--- config.mk ---
export PLATFORM = sky130hd
export DESIGN_NAME = uart_cmd_parser
export DESIGN_NICKNAME = d
export VERILOG_FILES = /design/src/rtl/uart_cmd_pkg.sv /design/src/rtl/ascii_classify.sv /design/src/rtl/uart_cmd_parser.sv
export SDC_FILE = /design/constraint.sdc
export NUM_CORES = 1
export LEC_CHECK = 0
export CORE_ASPECT_RATIO = 1.25
export CORE_MARGIN = 1.5
export CORE_UTILIZATION = 35
export DETAILED_ROUTE_END_ITERATION = 6
export GPL_TIMING_DRIVEN = 0
export SLEW_MARGIN = 20
export SYNTH_ARGS = -nofsm -noshare
export SYNTH_HDL_FRONTEND = slang
export SYNTH_HIERARCHICAL = 1
export SYNTH_SLANG_ARGS = --single-unit
--- constraint.sdc ---
create_clock -name clk -period 5.15 [get_ports clk]
set_input_delay 1.545 -clock clk [delete_from_list [all_inputs] [get_ports clk]]
set_output_delay 1.545 -clock clk [all_outputs]
set_load 0.05 [all_outputs]
--- src/rtl/uart_cmd_pkg.sv ---
// Shared constants, state/command encodings and field limits for the UART
// command parser.
package uart_cmd_pkg;

  localparam logic [7:0] ASCII_CR    = 8'h0D;
  localparam logic [7:0] ASCII_LF    = 8'h0A;
  localparam logic [7:0] ASCII_COLON = 8'h3A;
  localparam logic [7:0] ASCII_SLASH = 8'h2F;
  localparam logic [7:0] ASCII_0     = 8'h30;
  localparam logic [7:0] ASCII_9     = 8'h39;
  localparam logic [7:0] ASCII_T_UC  = 8'h54;
  localparam logic [7:0] ASCII_T_LC  = 8'h74;
  localparam logic [7:0] ASCII_D_UC  = 8'h44;
  localparam logic [7:0] ASCII_D_LC  = 8'h64;
  localparam logic [7:0] ASCII_P_UC  = 8'h50;
  localparam logic [7:0] ASCII_P_LC  = 8'h70;
  localparam logic [7:0] ASCII_F_UC  = 8'h46;
  localparam logic [7:0] ASCII_F_LC  = 8'h66;

  typedef enum logic [2:0] {ST_IDLE, ST_TIME, ST_DATE, ST_SINGLE, ST_FLUSH} state_e;
  typedef enum logic [2:0] {CMD_NONE, CMD_TIME, CMD_DATE, CMD_PAUSE, CMD_FAST} cmd_e;

  localparam logic [6:0]  MAX_HOUR  = 7'd23;
  localparam logic [6:0]  MAX_MIN   = 7'd59;
  localparam logic [6:0]  MAX_SEC   = 7'd59;
  localparam logic [7:0]  MIN_DAY   = 8'd1;
  localparam logic [7:0]  MAX_DAY   = 8'd31;
  localparam logic [7:0]  MIN_MONTH = 8'd1;
  localparam logic [7:0]  MAX_MONTH = 8'd12;
  localparam logic [13:0] MAX_YEAR  = 14'd4095;

  // Position of the terminator after the command letter.
  localparam logic [3:0] TIME_LAST_POS = 4'd8;
  localparam logic [3:0] DATE_LAST_POS = 4'd10;

  localparam int unsigned DEFAULT_TIMEOUT = 5_000_000;

  function automatic logic [6:0] bcd2bin(input logic [7:0] b);
    return 7'(b[7:4]) * 7'd10 + 7'(b[3:0]);
  endfunction

endpackage

--- src/rtl/ascii_classify.sv ---
// Combinational byte classifier: digit value, terminator, separators and
// command-letter code (either case).
module ascii_classify
  import uart_cmd_pkg::*;
(
  input  logic [7:0] ch,
  output logic       is_digit,
  output logic [3:0] digit,
  output logic       is_term,
  output logic       is_colon,
  output logic       is_slash,
  output cmd_e       cmd
);

  always_comb begin
    is_digit = (ch >= ASCII_0) && (ch <= ASCII_9);
    digit    = ch[3:0];
    is_term  = (ch == ASCII_CR) || (ch == ASCII_LF);
    is_colon = (ch == ASCII_COLON);
    is_slash = (ch == ASCII_SLASH);
    case (ch)
      ASCII_T_UC, ASCII_T_LC: cmd = CMD_TIME;
      ASCII_D_UC, ASCII_D_LC: cmd = CMD_DATE;
      ASCII_P_UC, ASCII_P_LC: cmd = CMD_PAUSE;
      ASCII_F_UC, ASCII_F_LC: cmd = CMD_FAST;
      default:                cmd = CMD_NONE;
    endcase
  end

endmodule

--- src/rtl/uart_cmd_parser.sv ---
// Turns the UART byte stream into set-time / set-date / toggle strobes with
// range checking, error flagging and inter-byte timeout recovery.
module uart_cmd_parser
  import uart_cmd_pkg::*;
#(
  parameter int unsigned TIMEOUT_CYCLES = DEFAULT_TIMEOUT
) (
  input  logic        clk,
  input  logic        rst,
  input  logic [7:0]  rx_data,
  input  logic        rx_valid,
  output logic        set_time,
  output logic [7:0]  set_hour,
  output logic [7:0]  set_min,
  output logic [7:0]  set_sec,
  output logic        set_date,
  output logic [4:0]  set_day,
  output logic [3:0]  set_month,
  output logic [11:0] set_year,
  output logic        pause_toggle,
  output logic        fast_toggle,
  output logic        cmd_err
);

  localparam int CNT_W = $clog2(TIMEOUT_CYCLES + 1);
  localparam logic [CNT_W-1:0] CNT_LAST = CNT_W'(TIMEOUT_CYCLES - 1);

  logic is_digit, is_term, is_colon, is_slash;
  logic [3:0] digit;
  cmd_e cmd;

  ascii_classify u_cls (
    .ch(rx_data), .is_digit(is_digit), .digit(digit), .is_term(is_term),
    .is_colon(is_colon), .is_slash(is_slash), .cmd(cmd)
  );

  state_e            state_q, state_d;
  logic [3:0]        pos_q, pos_d;
  // fa/fb/fy hold hour/min/sec as BCD in TIME, day/month/year as binary in DATE.
  logic [7:0]        fa_q, fa_d, fb_q, fb_d;
  logic [13:0]       fy_q, fy_d;
  logic              single_fast_q, single_fast_d;
  logic [CNT_W-1:0]  idle_cnt_q, idle_cnt_d;

  logic        set_time_q, set_time_d, set_date_q, set_date_d;
  logic        pause_q, pause_d, fast_q, fast_d, err_q, err_d;
  logic [7:0]  hour_q, hour_d, min_q, min_d, sec_q, sec_d;
  logic [4:0]  day_q, day_d;
  logic [3:0]  month_q, month_d;
  logic [11:0] year_q, year_d;

  logic is_time, sep_pos, class_ok, timeout, busy, time_ok, date_ok;
  logic [3:0] last_pos;

  assign is_time  = (state_q == ST_TIME);
  assign last_pos = is_time ? TIME_LAST_POS : DATE_LAST_POS;
  assign sep_pos  = (pos_q == 4'd2) || (pos_q == 4'd5);
  assign class_ok = (pos_q < last_pos) &&
                    (sep_pos ? (is_time ? is_colon : is_slash) : is_digit);
  assign timeout  = !rx_valid && (idle_cnt_q == CNT_LAST);
  assign busy     = (state_q == ST_TIME) || (state_q == ST_DATE) || (state_q == ST_SINGLE);
  assign time_ok  = (bcd2bin(fa_q) <= MAX_HOUR) && (bcd2bin(fb_q) <= MAX_MIN) &&
                    (bcd2bin(fy_q[7:0]) <= MAX_SEC);
  assign date_ok  = (fa_q >= MIN_DAY) && (fa_q <= MAX_DAY) &&
                    (fb_q >= MIN_MONTH) && (fb_q <= MAX_MONTH) && (fy_q <= MAX_YEAR);

  always_ff @(posedge clk or negedge rst) begin
    if (!rst) begin
      state_q <= ST_IDLE;  pos_q <= '0;  fa_q <= '0;  fb_q <= '0;  fy_q <= '0;
      single_fast_q <= 1'b0;  idle_cnt_q <= '0;
      set_time_q <= 1'b0;  set_date_q <= 1'b0;  pause_q <= 1'b0;  fast_q <= 1'b0;
      err_q <= 1'b0;  hour_q <= '0;  min_q <= '0;  sec_q <= '0;
      day_q <= '0;  month_q <= '0;  year_q <= '0;
    end else begin
      state_q <= state_d;  pos_q <= pos_d;  fa_q <= fa_d;  fb_q <= fb_d;  fy_q <= fy_d;
      single_fast_q <= single_fast_d;  idle_cnt_q <= idle_cnt_d;
      set_time_q <= set_time_d;  set_date_q <= set_date_d;  pause_q <= pause_d;
      fast_q <= fast_d;  err_q <= err_d;  hour_q <= hour_d;  min_q <= min_d;
      sec_q <= sec_d;  day_q <= day_d;  month_q <= month_d;  year_q <= year_d;
    end
  end

  always_comb begin
    state_d = state_q;  pos_d = pos_q;  fa_d = fa_q;  fb_d = fb_q;  fy_d = fy_q;
    single_fast_d = single_fast_q;
    if (rx_valid)                  idle_cnt_d = '0;
    else if (idle_cnt_q == CNT_LAST) idle_cnt_d = idle_cnt_q;
    else                           idle_cnt_d = idle_cnt_q + CNT_W'(1);
    if (rx_valid) begin
      case (state_q)
        ST_IDLE: if (!is_term) begin
          pos_d = '0;  fa_d = '0;  fb_d = '0;  fy_d = '0;
          single_fast_d = (cmd == CMD_FAST);
          case (cmd)
            CMD_TIME:            state_d = ST_TIME;
            CMD_DATE:            state_d = ST_DATE;
            CMD_PAUSE, CMD_FAST: state_d = ST_SINGLE;
            default:             state_d = ST_FLUSH;
          endcase
        end
        ST_TIME, ST_DATE: begin
          if (is_term)        state_d = ST_IDLE;
          else if (!class_ok) state_d = ST_FLUSH;
          else begin
            pos_d = pos_q + 4'd1;
            if (is_digit) begin
              if (pos_q < 4'd2)
                fa_d = is_time ? {fa_q[3:0], digit} : fa_q * 8'd10 + {4'd0, digit};
              else if (pos_q < 4'd5)
                fb_d = is_time ? {fb_q[3:0], digit} : fb_q * 8'd10 + {4'd0, digit};
              else
                fy_d = is_time ? {6'd0, fy_q[3:0], digit} : fy_q * 14'd10 + {10'd0, digit};
            end
          end
        end
        ST_SINGLE: state_d = is_term ? ST_IDLE : ST_FLUSH;
        ST_FLUSH:  if (is_term) state_d = ST_IDLE;
        default:   state_d = ST_IDLE;
      endcase
    end else if (timeout && state_q != ST_IDLE) begin
      state_d = ST_IDLE;
    end
  end

  always_comb begin
    set_time_d = 1'b0;  set_date_d = 1'b0;  pause_d = 1'b0;  fast_d = 1'b0;  err_d = 1'b0;
    hour_d = hour_q;  min_d = min_q;  sec_d = sec_q;
    day_d = day_q;  month_d = month_q;  year_d = year_q;
    if (rx_valid) begin
      case (state_q)
        ST_IDLE: err_d = !is_term && (cmd == CMD_NONE);
        ST_TIME, ST_DATE: begin
          if (is_term) begin
            if (pos_q == last_pos && is_time && time_ok) begin
              set_time_d = 1'b1;  hour_d = fa_q;  min_d = fb_q;  sec_d = fy_q[7:0];
            end else if (pos_q == last_pos && !is_time && date_ok) begin
              set_date_d = 1'b1;  day_d = fa_q[4:0];  month_d = fb_q[3:0];  year_d = fy_q[11:0];
            end else begin
              err_d = 1'b1;
            end
          end else begin
            err_d = !class_ok;
          end
        end
        ST_SINGLE: begin
          if (is_term) begin
            fast_d  = single_fast_q;
            pause_d = !single_fast_q;
          end else begin
            err_d = 1'b1;
          end
        end
        default: ;
      endcase
    end else if (timeout && busy) begin
      err_d = 1'b1;
    end
  end

  assign set_time = set_time_q;  assign set_hour = hour_q;  assign set_min = min_q;
  assign set_sec = sec_q;        assign set_date = set_date_q;  assign set_day = day_q;
  assign set_month = month_q;    assign set_year = year_q;  assign pause_toggle = pause_q;
  assign fast_toggle = fast_q;   assign cmd_err = err_q;

endmodule

== After elaboration in Yosys (flattened, before gate mapping) ==
Index checks and enable logic that the tools add are counted.

* Output and inout port bits: 50
* Flip-flop bits (word level): 111
* Logic and storage cells: 190

* Reduce and logical (&&, ||, !) cells: 44
* Mux-type cells: 63
* Order comparisons: 13
* $mul: 6
* Equality and inequality tests: 36
* Add/sub/neg operators: 8
* Bitwise logic cells: 2

{| class="wikitable"
|+ Operators by type and width
! kind !! number
|-
| $mux 14 || 7
|-
| $mux 8 || 12
|-
| $eq 8x7->1 const B || 8
|-
| $mux 23 || 2
|-
| $pmux 8 s2 || 2
|-
| $pmux 14 s2 || 1
|-
| $pmux 3 s4 || 2
|-
| $add 23x1->23 const B || 1
|-
| $eq 23x23->1 const B || 1
|-
| $mux 1 || 23
|-
| $add 7x4->7 || 3
|-
| $mux 3 || 7
|-
| $mul 4x3->6 const B || 3
|-
| $ne 2x2->1 const B || 9
|-
| $add 8x4->8 || 2
|-
| $eq 8x4->1 const B || 2
|-
| $eq 8x6->1 const B || 2
|-
| $ge 8x1->1 const B || 2
|-
| $logic_and 1x1->1 || 16
|-
| $mul 8x3->7 const B || 2
|-
| $reduce_and 8->1 || 2
|-
| $add 14x4->14 || 1
|-
| $le 14x12->1 const B || 1
|-
| $le 7x6->1 const B || 2
|-
| other kinds (34) || 59
|}

== Depth between registers and ports, before layout ==
* Depth after elaboration: 11
* Mapped depth: 14

== Modules after synthesis ==
The synthesis kept the hierarchy.

{| class="wikitable"
|+ Modules (own cells, without submodules)
! module !! seq. area each (µm²) !! area an instance (µm²) !! cells each !! times used
|-
| uart_cmd_parser || 2777.7 || 7005.5 || 679 || 1
|-
| ascii_classify || 0.0 || 163.9 || 21 || 1
|}

== Worst setup path after synthesis ==
Ideal clock, no wire load.

* Path type: input port to flip-flop
* Start point: input port rx_data[7]
* End point: register day_q[1] (netlist: set_day[1])
* Buffers on the path: 1
* Setup time: 0.125 ns
* Arrival time: 4.033 ns
* Stages: 9
* Slack: 0.993 ns
* Cell sequence: or3b_1 > a2111oi_2 > nand4b_1 > nor2_1 > o21ai_0 > nor4_1 > nand3_1 > clkbuf_1 > mux2_2

* Word-level cells in the longest chain between the ends: 3
* Elaborated cells on any way between the ends: 4
* Classes of those cells: eq/ne (2); reduce/logical (2)

{| class="wikitable"
|+ RTL lines
! item !! line !! RTL
|-
| start, declared || uart_cmd_parser.sv:10 || <nowiki>input logic [7:0] rx_data,</nowiki>
|-
| $eq 8x4->1 || ascii_classify.sv:18 || <nowiki>is_term = (ch == ASCII_CR) || (ch == ASCII_LF);</nowiki>
|-
| $logic_or 1x1->1 (*) || ascii_classify.sv:18 ||
|-
| named net is_term || uart_cmd_parser.sv:28 || <nowiki>logic is_digit, is_term, is_colon, is_slash;</nowiki>
|-
| $reduce_and 5->1 (no source line) (*) || -- ||
|-
| end signal, assigned || uart_cmd_parser.sv:73 || <nowiki>day_q <= '0; month_q <= '0; year_q <= '0;</nowiki>
|-
| end signal, assigned || uart_cmd_parser.sv:79 || <nowiki>sec_q <= sec_d; day_q <= day_d; month_q <= month_d; year_q <= year_d;</nowiki>
|-
| end, declared || uart_cmd_parser.sv:48 || <nowiki>logic [4:0] day_q, day_d;</nowiki>
|}

Mark *: on every way through the listed nets, which the timed path passes. The rest lies on a longest branch.
A chain may end at the register's enable or synchronous reset.

== Worst setup path in the final report ==
* Start point: input port rx_data[1]
* End point: register day_q[1] (netlist: set_day[1])

Same word-level chain as after synthesis.

==> results.tsv <==
metric	value	unit
n_antenna_cell	0	
worstMarginPinSlew	570	ps
grt-ovfl-total	0	
synth_fp_nets	785	
ys_top_cells_by_count	dfrtp_1 (111), nor2_1 (65), ha_1 (62), nand2_1 (60), mux2_2 (51)	
rsz0062_at_grt	false	
root_buffer	clkbuf_16	
h-tree-depth	3	
syn_area	7170	um2
skew	8.78	ps
synth_cells	700	
max_freq	0.206	GHz
ant_nets	0	
yosys.area.top_type	dfrtp_1	
synth_most_common_cell	dfrtp_1	
finalPower	1.78	mW
critPathMaxFanout	10	
cp_slowest_cell	clkdlybuf4s50_1	
seq_area	2780	um2
ys_types	70	
vias	5329	
syn_area_per_cell	10.2	um2
worstPathCellList	clkdlybuf4s50_1 -> or3b_1 -> a2111oi_4 -> buf_4 -> nand4b_1 -> nor2_1 -> o21ai_0 -> nor4_2 -> nand3_2 -> clkbuf_1 -> mux2_2	
gp_congestion	0.814	
netlist.area_leader.share	0.387	
min_to	set_day[3]$_DFFE_PN0P_	
clk_latency	360	ps
drc	0	
setup_viol	0	
coreArea	20100	um2
period_minus_slack	4850	ps
drt-pass1-iter-count	4	
synth-edff-count	0	
min_path_cells	2	
status	complete, no violations	
initial_core_util	0.357	
clock_power_share	0.371	
hpwl	12400	um
post-place-cells	1031	
p_int	1.29	mW
max_stage_delay	590	ps
r2r_end	set_day[1]$_DFFE_PN0P_	
synth_area_leaders	dfrtp_1 (39%), ha_1 (11%), mux2_2 (8.0%)	
multiInputGateArea	4210	um2
hold_path_class	reg -> reg	
crit_type	in -> reg	
fillCellCount	2005	
drive_gt1_frac	0.126	
p_switching	488	uW
first_iter_violations	238	
sw_frac_of_total	0.275	
cts_num_sinks	111	
slew_viol_final	0	
dpl-instance-area	8140	um2
worstHoldStart	set_day[3]$_DFFE_PN0P_	
synthFlopType	dfrtp_1	
die_width	131	um
wirelength	16700	um
design_area	8440	um2
met2_usage	0.281	
antenna_found_initial	0	
start_kind	primary input	
use_met3	0.0298	
seq_area_frac_synth	0.387	
fin_cells	1048	
pwr-share-comb	0.123	
cts_buffers	9	
powerDensity	210	nW/um2
io_buffers	60	
nets	859	
crit_required	5390	ps
vias_per_cell	5.08	
grtUsageTotal	0.167	
yosys_warnings	6	
die-area	21400	um2
grt_pass1_vias	5274	
p_leak	3.93	nW
top_usage_layer	met2	
die_h	163	um
clk_path_buf_depth	2	
max_slew_margin	0.617	
path_buf_inv	3	
grtUsageMet1	0.210	
fin_crit_sh	0.942	
path_delay_family	simple AND/OR/NAND/NOR gates	
cts_tree	done	
grt_max_degree	72	
io_pins	61	
r2r_cells	13	
wl_per_cell	15.9	um
grt_pass1_wl	27600	um
ir_worst_vdd	0.000163	V
end_kind	flip-flop	
async_flop_share	1.00	
finish.utilization	0.420	
syn2layout_area_growth	17.7	%
clk_pin_slew	70	ps
drv_cap	0	
r2r_setup_slack	1120	ps
rows	58	
r2r-start	state_q[1]$_DFFE_PN0P_	
ctsHoldBuffers	0	
worstPathArrival	5090	ps
synth-seq-cells	111	
hold_viol_final	0	
pwr-share-seq	0.506	
## worst register-to-register path, delay by kind of cell (launching register included)
family | cells | cell delay, ps
compound gates | 1 | 160
mux | 1 | 340
flops | 1 | 360
fa+ha+maj | 1 | 360
buf+inv | 5 | 1260
simple gates | 5 | 1450
## final cells by class
cell class / count / area share
buffer: 23 / 0.0147
timing repair buffer: 63 / 0.0764
multi-input combinational: 543 / 0.498
clock buffer: 11 / 0.0276
inverter: 23 / 0.0102
clock inverter: 4 / 0.00356
tap: 270 / 0.0400
sequential: 111 / 0.329
## layer usage
metal,part of all wire,vias up
li1,-,2638
met1,0.45,2588
met2,0.49,74
met3,0.031,29
met4,0.030,0
met5,0,-
## power by group through the flow
stage | combinational, mW | sequential (mW) | clock, mW
floorplan | 0.136 | 0.918 | 0
global placement | 0.216 | 0.916 | 0
detailed placement | 0.220 | 0.916 | 0
CTS | 0.222 | 0.898 | 0.681
global route | 0.245 | 0.900 | 0.712
finish | 0.219 | 0.898 | 0.659
## flip-flops by register name, summed over array words and instances, names as in the netlist, 3 cells and up
| signal | flops |
|---|---|
| set_month | 4 |
| fb_q | 8 |
| idle_cnt_q | 23 |
| set_hour | 8 |
| fa_q | 8 |
| state_q | 3 |
| set_sec | 8 |
| pos_q | 4 |
| set_min | 8 |
| fy_q | 14 |
| set_day | 5 |
| set_year | 12 |
## metrics by stage
step	setup WS, ps	hold WS, ps	TNS, ps
floorplan	993	474	0
global placement	-1990	465	-233670
detailed placement	-801	484	-15030
CTS	136	501	0
global route	88.2	521	0
finish	298	491	0
## logic make-up after synthesis
| family | Yosys count | share of synthesized area |
|---|---|---|
| flip-flops | 111 | 0.387 |
| XOR/XNOR | 64 | 0.0782 |
| multiplexers | 56 | 0.0885 |
| buffers and inverters | 46 | 0.0293 |
| AND/OR/NAND/NOR | 230 | 0.165 |
| adder cells (fa/ha/maj) | 76 | 0.145 |
| AO/OA/AOI/OAI | 117 | 0.108 |
## placed cells by master (no fill, tap or decap), types with 3 or more instances in the layout
cell type	Yosys	layout
a21o_1	10	10
a21oi_1	34	34
a22o_1	4	4
and2_1	3	3
and4_1	6	6
buf_2	4	4
buf_4	4	6
buf_6	2	3
clkbuf_1	9	11
clkbuf_16	0	9
clkdlybuf4s50_1	0	59
dfrtp_1	111	111
fa_1	12	12
ha_1	62	62
inv_1	23	23
mux2_2	51	51
mux2i_1	3	3
nand2_1	60	60
nand2b_1	10	10
nand3_1	19	18
nand3b_1	5	5
nand4_1	8	8
nor2_1	65	65
nor2b_1	3	3
nor3_1	12	12
nor3b_1	6	6
nor4_1	11	10
o211ai_1	3	3
o21ai_0	28	28
o31ai_1	14	14
o41ai_1	3	3
xnor2_1	33	33
xor2_1	31	31
## worst max-delay path by stage
stage	start	to	slack [ps]	depth (start not counted)
global placement	rst	set_year[8]$_DFFE_PN0P_	-1990	1
finish	rx_data[1]	set_day[1]$_DFFE_PN0P_	300	11
global route	rx_data[1]	set_day[4]$_DFFE_PN0P_	90	11
floorplan	rx_data[7]	set_day[1]$_DFFE_PN0P_	990	9
CTS	rx_data[1]	set_day[2]$_DFFE_PN0P_	140	10
detailed placement	rx_data[3]	set_day[1]$_DFFE_PN0P_	-800	10
## timing repair
| item | 4_1_cts | 5_1_grt |
|---|---|---|
| endpoints found under the setup margin | 22 | 3 |
| pin swaps | 0 | 1 |
| gates resized for setup | 3 | 0 |
| buffers inserted | 0 | 2 |
(Power assumes the default switching activity.)
==> edit 1: new RTL, same flow settings <==
Remove the register `set_time_q`: a continuous assignment takes its place, so the output `set_time` follows one clock earlier.
--- a/src/rtl/uart_cmd_parser.sv
+++ b/src/rtl/uart_cmd_parser.sv
@@ -70,3 +70,3 @@
       single_fast_q <= 1'b0;  idle_cnt_q <= '0;
-      set_time_q <= 1'b0;  set_date_q <= 1'b0;  pause_q <= 1'b0;  fast_q <= 1'b0;
+      set_date_q <= 1'b0;  pause_q <= 1'b0;  fast_q <= 1'b0;
       err_q <= 1'b0;  hour_q <= '0;  min_q <= '0;  sec_q <= '0;
@@ -76,3 +76,3 @@
       single_fast_q <= single_fast_d;  idle_cnt_q <= idle_cnt_d;
-      set_time_q <= set_time_d;  set_date_q <= set_date_d;  pause_q <= pause_d;
+      set_date_q <= set_date_d;  pause_q <= pause_d;
       fast_q <= fast_d;  err_q <= err_d;  hour_q <= hour_d;  min_q <= min_d;
@@ -81,2 +81,4 @@
   end
+
+  assign set_time_q = set_time_d;
 
Formal check against the unedited RTL: same outputs for any inputs over 4 cycles, from zero or initial values and one cycle with rst low; that may be too few to reach the edited logic, so the function may still have changed.
==> edit 1 against the unedited design <==
  * Power increased by 0.38%
  * Fmax decreased by 5.5%
  * Wire length grew 2.8%
  * Synthesized area down 0.35%
  * Combinational power increased by 2%
  * Core utilization increased by 0.26 points
  * Sequential cell count shrank 1
  * Die area decreased by 0.34%
  * Global-route usage up 0.52 points
  * Worst setup slack worse by 280 ps
  * Cell area increased by 0.61%
  * Sequential share of layout area fell by 0.49 points
  * Largest power group unchanged
  * Highest routed layer unchanged
==> edit 1: results (changes against the unedited design) <==
* DR WL/cell at 16.3 um (+2.5%)
* Top reg by flops: idle_cnt_q
* Crit. Startpoint: rx_data[7]
* Number of global-route vias before repair at 5,466 (+3.6%)
* Dpl ws at -1760 ps (-958 ps)
* Leading post-synthesis cells by cell area: dfrtp_1 39%, ha_1 11%, mux2_2 8.0%, xnor2_1 4.0%, xor2_1 3.8%
* Initial antenna violation count at 0 (unchanged)
* I/O Buffers at 60 (unchanged)
* Syn Nets at 784 (-0.13%)
* R2r startpoint: state_q[1]
* Register area share after synthesis at 38.5% (-0.21 points)
* GPL Wtd Cong at 0.814 (about the same)
* Worst skew pair latency at 360 ps (about the same)
* Commonest cells in the netlist: 110 x dfrtp_1, 65 x nor2_1, 62 x ha_1, 60 x nand2_1, 51 x mux2_2
* Slowest CP cell: a2111oi_4
* HPWL Detailed at 12,700 um (+2.1%)
* Max incr delay on CP at 430 ps (-160 ps)
* Ant diodes at 0 (unchanged)
* Max Buffers Root-to-Sink at 2 (unchanged)
* Dpl cell area at 8120 sq um (-0.22%)
* # H-tree levels at 3 (unchanged)
* Mapped Cells at 699 (-0.14%)
* Hold_sp: set_day[3]
* Cell variety after synth at 70 (unchanged)
* Mux cell area share after synthesis at 8.88% (+0.031 points)
* Max reg flops at 23 (unchanged)
* Status: finished clean
* Pin count of the biggest net entering global routing at 71 (-1.4%)
* Share of layout cells above drive strength 1 at 14.6% (+2.0 points)
* Worst Hold Class: register to register
* Register clock-pin slew on the reported worst setup and hold paths at 70 ps (about the same)
* Root buf cell: clkbuf_16
* GRT Overall Usage at 17.2% (+0.52 points)
* Post-detailed-routing wire length at 17,100 um (+2.8%)
* Total CTS buffers at 9 (unchanged)
* FFs w/ async S/R, synth at 100% (unchanged)
* Max Fanout on Critical Path at 2 (-8)
* Fill cells at 1,988 (-0.85%)
* Power density over cell area at 210 nW/um^2 (-0.23%)
* Lkg Pwr at 3.97 nW (+0.87%)
* Worst slew pin tran at 571 ps (+1.60 ps)
* Critical Path AT at 3590 ps (-1500 ps)
* DR pass1 iterations at 4 (unchanged)
* Total number of vias at 5,385 (+1.1%)
* Switching Share at 27.9% (+0.41 points)
* Xor/xnor share of the synthesized area at 7.85% (+0.027 points)
* Worst VDD drop at 0.159 mV (-2.4%)
* Adder-Cell Fraction of Synth Area at 14.5% (+0.051 points)
* DRT iter0 DRCs at 226 (-5.0%)
* Total Nets Final at 862 (+0.35%)
* Setup Skew at 8.39 ps (-0.394 ps)
* Placed insts at 1,030 (-0.097%)
* Complex-gate fraction of the synthesized area at 10.8% (+0.038 points)
* First-pass GRT wire length at 28,300 um (+2.5%)
==> edit 1: final timing paths <==
path / endpoint / slack [ps] / cells past startpoint
min in group asynchronous: set_day[4] / 1090 / 1
min reg2reg: set_day[3] / 490 / 2
max reg2reg: set_day[1] / 680 / 15
max: set_time / 20 / 10
max in group asynchronous: set_year[3] / 3370 / 2
min: set_day[3] / 490 / 2
==> edit 1: through the flow <==
stage	TNS, ps	power, mW
6_report	0	1.78
5_1_grt	-108	1.87
4_1_cts	-97.4	1.81
3_5_place_dp	-17320	1.13
3_3_place_gp	-223510	1.12
2_1_floorplan	0	1.05
==> edit 1: cell families after synthesis <==
group / after synthesis
simple gates: 230
compound gates: 117
flops: 110
fa+ha+maj: 76
xor+xnor: 64
mux: 56
buf+inv: 46
==> edit 1: layout make-up <==
type | instances | share of cell area, %
flip-flops and latches | 110 | 32.4
clock inverters | 5 | 0.516
clock buffers | 10 | 2.70
repair buffers | 67 | 8.21
plain buffers | 23 | 1.46
inverters | 23 | 1.02
well taps | 270 | 3.98
multi-input cells | 543 | 49.7
==> edit 1: power by group through the flow <==
stage               Sequential (mW)  Clock, mW  Combinational (mW)
floorplan                     0.910          0               0.136
global placement              0.908          0               0.215
detailed placement            0.908          0               0.221
CTS                           0.890      0.696               0.224
global route                  0.892      0.731               0.249
finish                        0.890      0.669               0.223
==> edit 1: per-layer routing <==
metal | wire length (um) | part of all wire, % | GRT usage [%]
met5 | 0 | 0 | 0
met2 | 8830 | 52 | 30.4
met3 | 355 | 2.1 | 2.50
met4 | 384 | 2.2 | 6.19
met1 | 7560 | 44 | 21.1
==> edit 1: what timing repair did <==
action                                  4_1_cts  5_1_grt
gates resized for setup                      47        6
setup buffers                                 4        2
pin swaps                                     7        6
endpoints found under the setup margin       23        1
hold endpoints to repair                      0        0
==> edit 2: new RTL, config.mk and constraints unchanged <==
Made on the original files. Change the package constant `DEFAULT_TIMEOUT` from 5_000_000 to 20_000_000.
--- a/src/rtl/uart_cmd_pkg.sv
+++ b/src/rtl/uart_cmd_pkg.sv
@@ -35,3 +35,3 @@
 
-  localparam int unsigned DEFAULT_TIMEOUT = 5_000_000;
+  localparam int unsigned DEFAULT_TIMEOUT = 20_000_000;
 
Behaviour: no difference found for any inputs over 4 cycles, from zero or initial values and one cycle with rst low; that may be too few to reach the edited logic, so the function may still have changed.
==> edit 2 against the unedited design <==
  * Synthesized area up 1.9%
  * Worst setup slack worse by 37 ps
  * Wire length up 3.6%
  * Power up 31%
  * Via count up 3.9%
  * Sequential cell count up 2
  * Cell area up 5.3%
  * Critical endpoint is now set_sec[3]
  * Largest cell class unchanged
==> edit 2: results (changes against the unedited design) <==
* Worst skew pair latency at 420 ps (+60 ps)
* Share of layout cells above drive strength 1 at 11.8% (-0.84 points)
* #MultiIn Comb at 553 (+1.8%)
* Register area share after synthesis at 38.7% (about the same)
* Seq/total area at 31.8% (-1.1 points)
* DRT iter0 DRCs at 259 (+8.8%)
* GRT Overall Usage at 17.0% (+0.35 points)
* Setup Skew at 7.42 ps (-1.37 ps)
* Via density at 5.14 (+0.99%)
* Leading post-synthesis cells by cell area: dfrtp_1 39%, ha_1 11%, mux2_2 4.8%, xnor2_1 3.8%, xor2_1 3.6%
* Met1 Usage GRT at 21.1% (+0.094 points)
* NonClk Buf Share at 8.53% (-0.57 points)
* Area occupied by multi-input gates at 4260 sq um (+1.4%)
* Metal3 WL at 641 um (+26%)
* Fin Hold WS at 462 ps (-28.4 ps)
* Clkbuf count at 20 (+9)
* Clk pwr at 1.19 mW (+81%)
* Total CTS buffers at 17 (+8)
* Commonest cells in the netlist: 113 x dfrtp_1, 69 x nor2_1, 62 x ha_1, 55 x nand2_1, 33 x a21oi_1
* Pin count of the biggest net entering global routing at 62 (-14%)
* First-pass GRT wire length at 29,100 um (+5.3%)
* Post-CTS Resized at 1 (-2)
* Max reg flops at 25 (+8.7%)
* Sequential cells at 113 (+1.8%)
* Fraction of area in clock buffers and inverters at 6.74% (+3.6 points)
* Core Util, Final at 43.7% (+1.8 points)
* Non-CTS buffers at 83 (-3.5%)
* Fill cells at 1,992 (-0.65%)
* Power share of the sequential group at 39.3% (-11 points)
* Syn Nets at 800 (+1.9%)
* Reg2reg setup slack at 1200 ps (+80 ps)
* DR pass1 iterations at 4 (unchanged)
* Number of non-clock inverters in the layout at 27 (+17%)
* Syn avg cell area at 10.2 sq um (-0.27%)
* Root buf cell: clkbuf_16
* Period utilisation layout at 94.9% (+0.72 points)
* Total Nets Final at 880 (+2.4%)
* Dpl ws at -508 ps (+292 ps)
* Critical Path AT at 5190 ps (+100 ps)
* Cell variety after synth at 68 (-2.9%)
* Dpl cell area at 8270 sq um (+1.6%)
* Met2 Wirelength at 8900 um (+8.2%)
* Met2 usage at 29.8% (+1.8 points)
* Total number of vias at 5,536 (+3.9%)
* HPWL Detailed at 12,500 um (+1.1%)
* Worst VDD drop at 0.239 mV (+47%)
* Met1 wire length at 7470 um (+0.70%)
* Ant diodes at 0 (unchanged)
* Max_slew headroom at 35.6% (-26 points)
* GPL Wtd Cong at 0.793 (-2.5%)
* Status: finished clean
* Placed insts at 1,046 (+1.5%)
* Int Pwr at 1.72 mW (+34%)
* # H-tree levels at 4 (+1)
* Post-detailed-routing wire length at 17,300 um (+3.6%)
* Seq. pwr at 0.915 mW (+2%)
## edit 2: cell types whose count changed in the layout (fill, tap and decap cells not counted), sizes merged, moves of 3 or more
cell    delta
nor2b      +6
nor4       -5
nand3      -6
clkbuf     +5
and3       +3
o31ai      +7
nand2      -4
clkinv     +6
or3        +4
a21o       +3
## edit 2: logic make-up after synthesis
kind of cell	synth area share, %
AO/OA/AOI/OAI	11.9
multiplexers	8.14
XOR/XNOR	7.44
buffers and inverters	3.15
flip-flops	38.7
AND/OR/NAND/NOR	16.6
adder cells (fa/ha/maj)	14.0
## edit 2: path summary, 6_finish.rpt
check	start	cells after the start	endpoint
worst min register to register	single_fast_q	1	pause_toggle
min in group asynchronous	rst	1	set_date
worst min-delay path	single_fast_q	1	pause_toggle
worst max register to register	state_q[1]	12	set_sec[3]
max in group asynchronous	rst	2	fy_q[1]
worst max-delay path	rx_data[1]	11	set_sec[3]
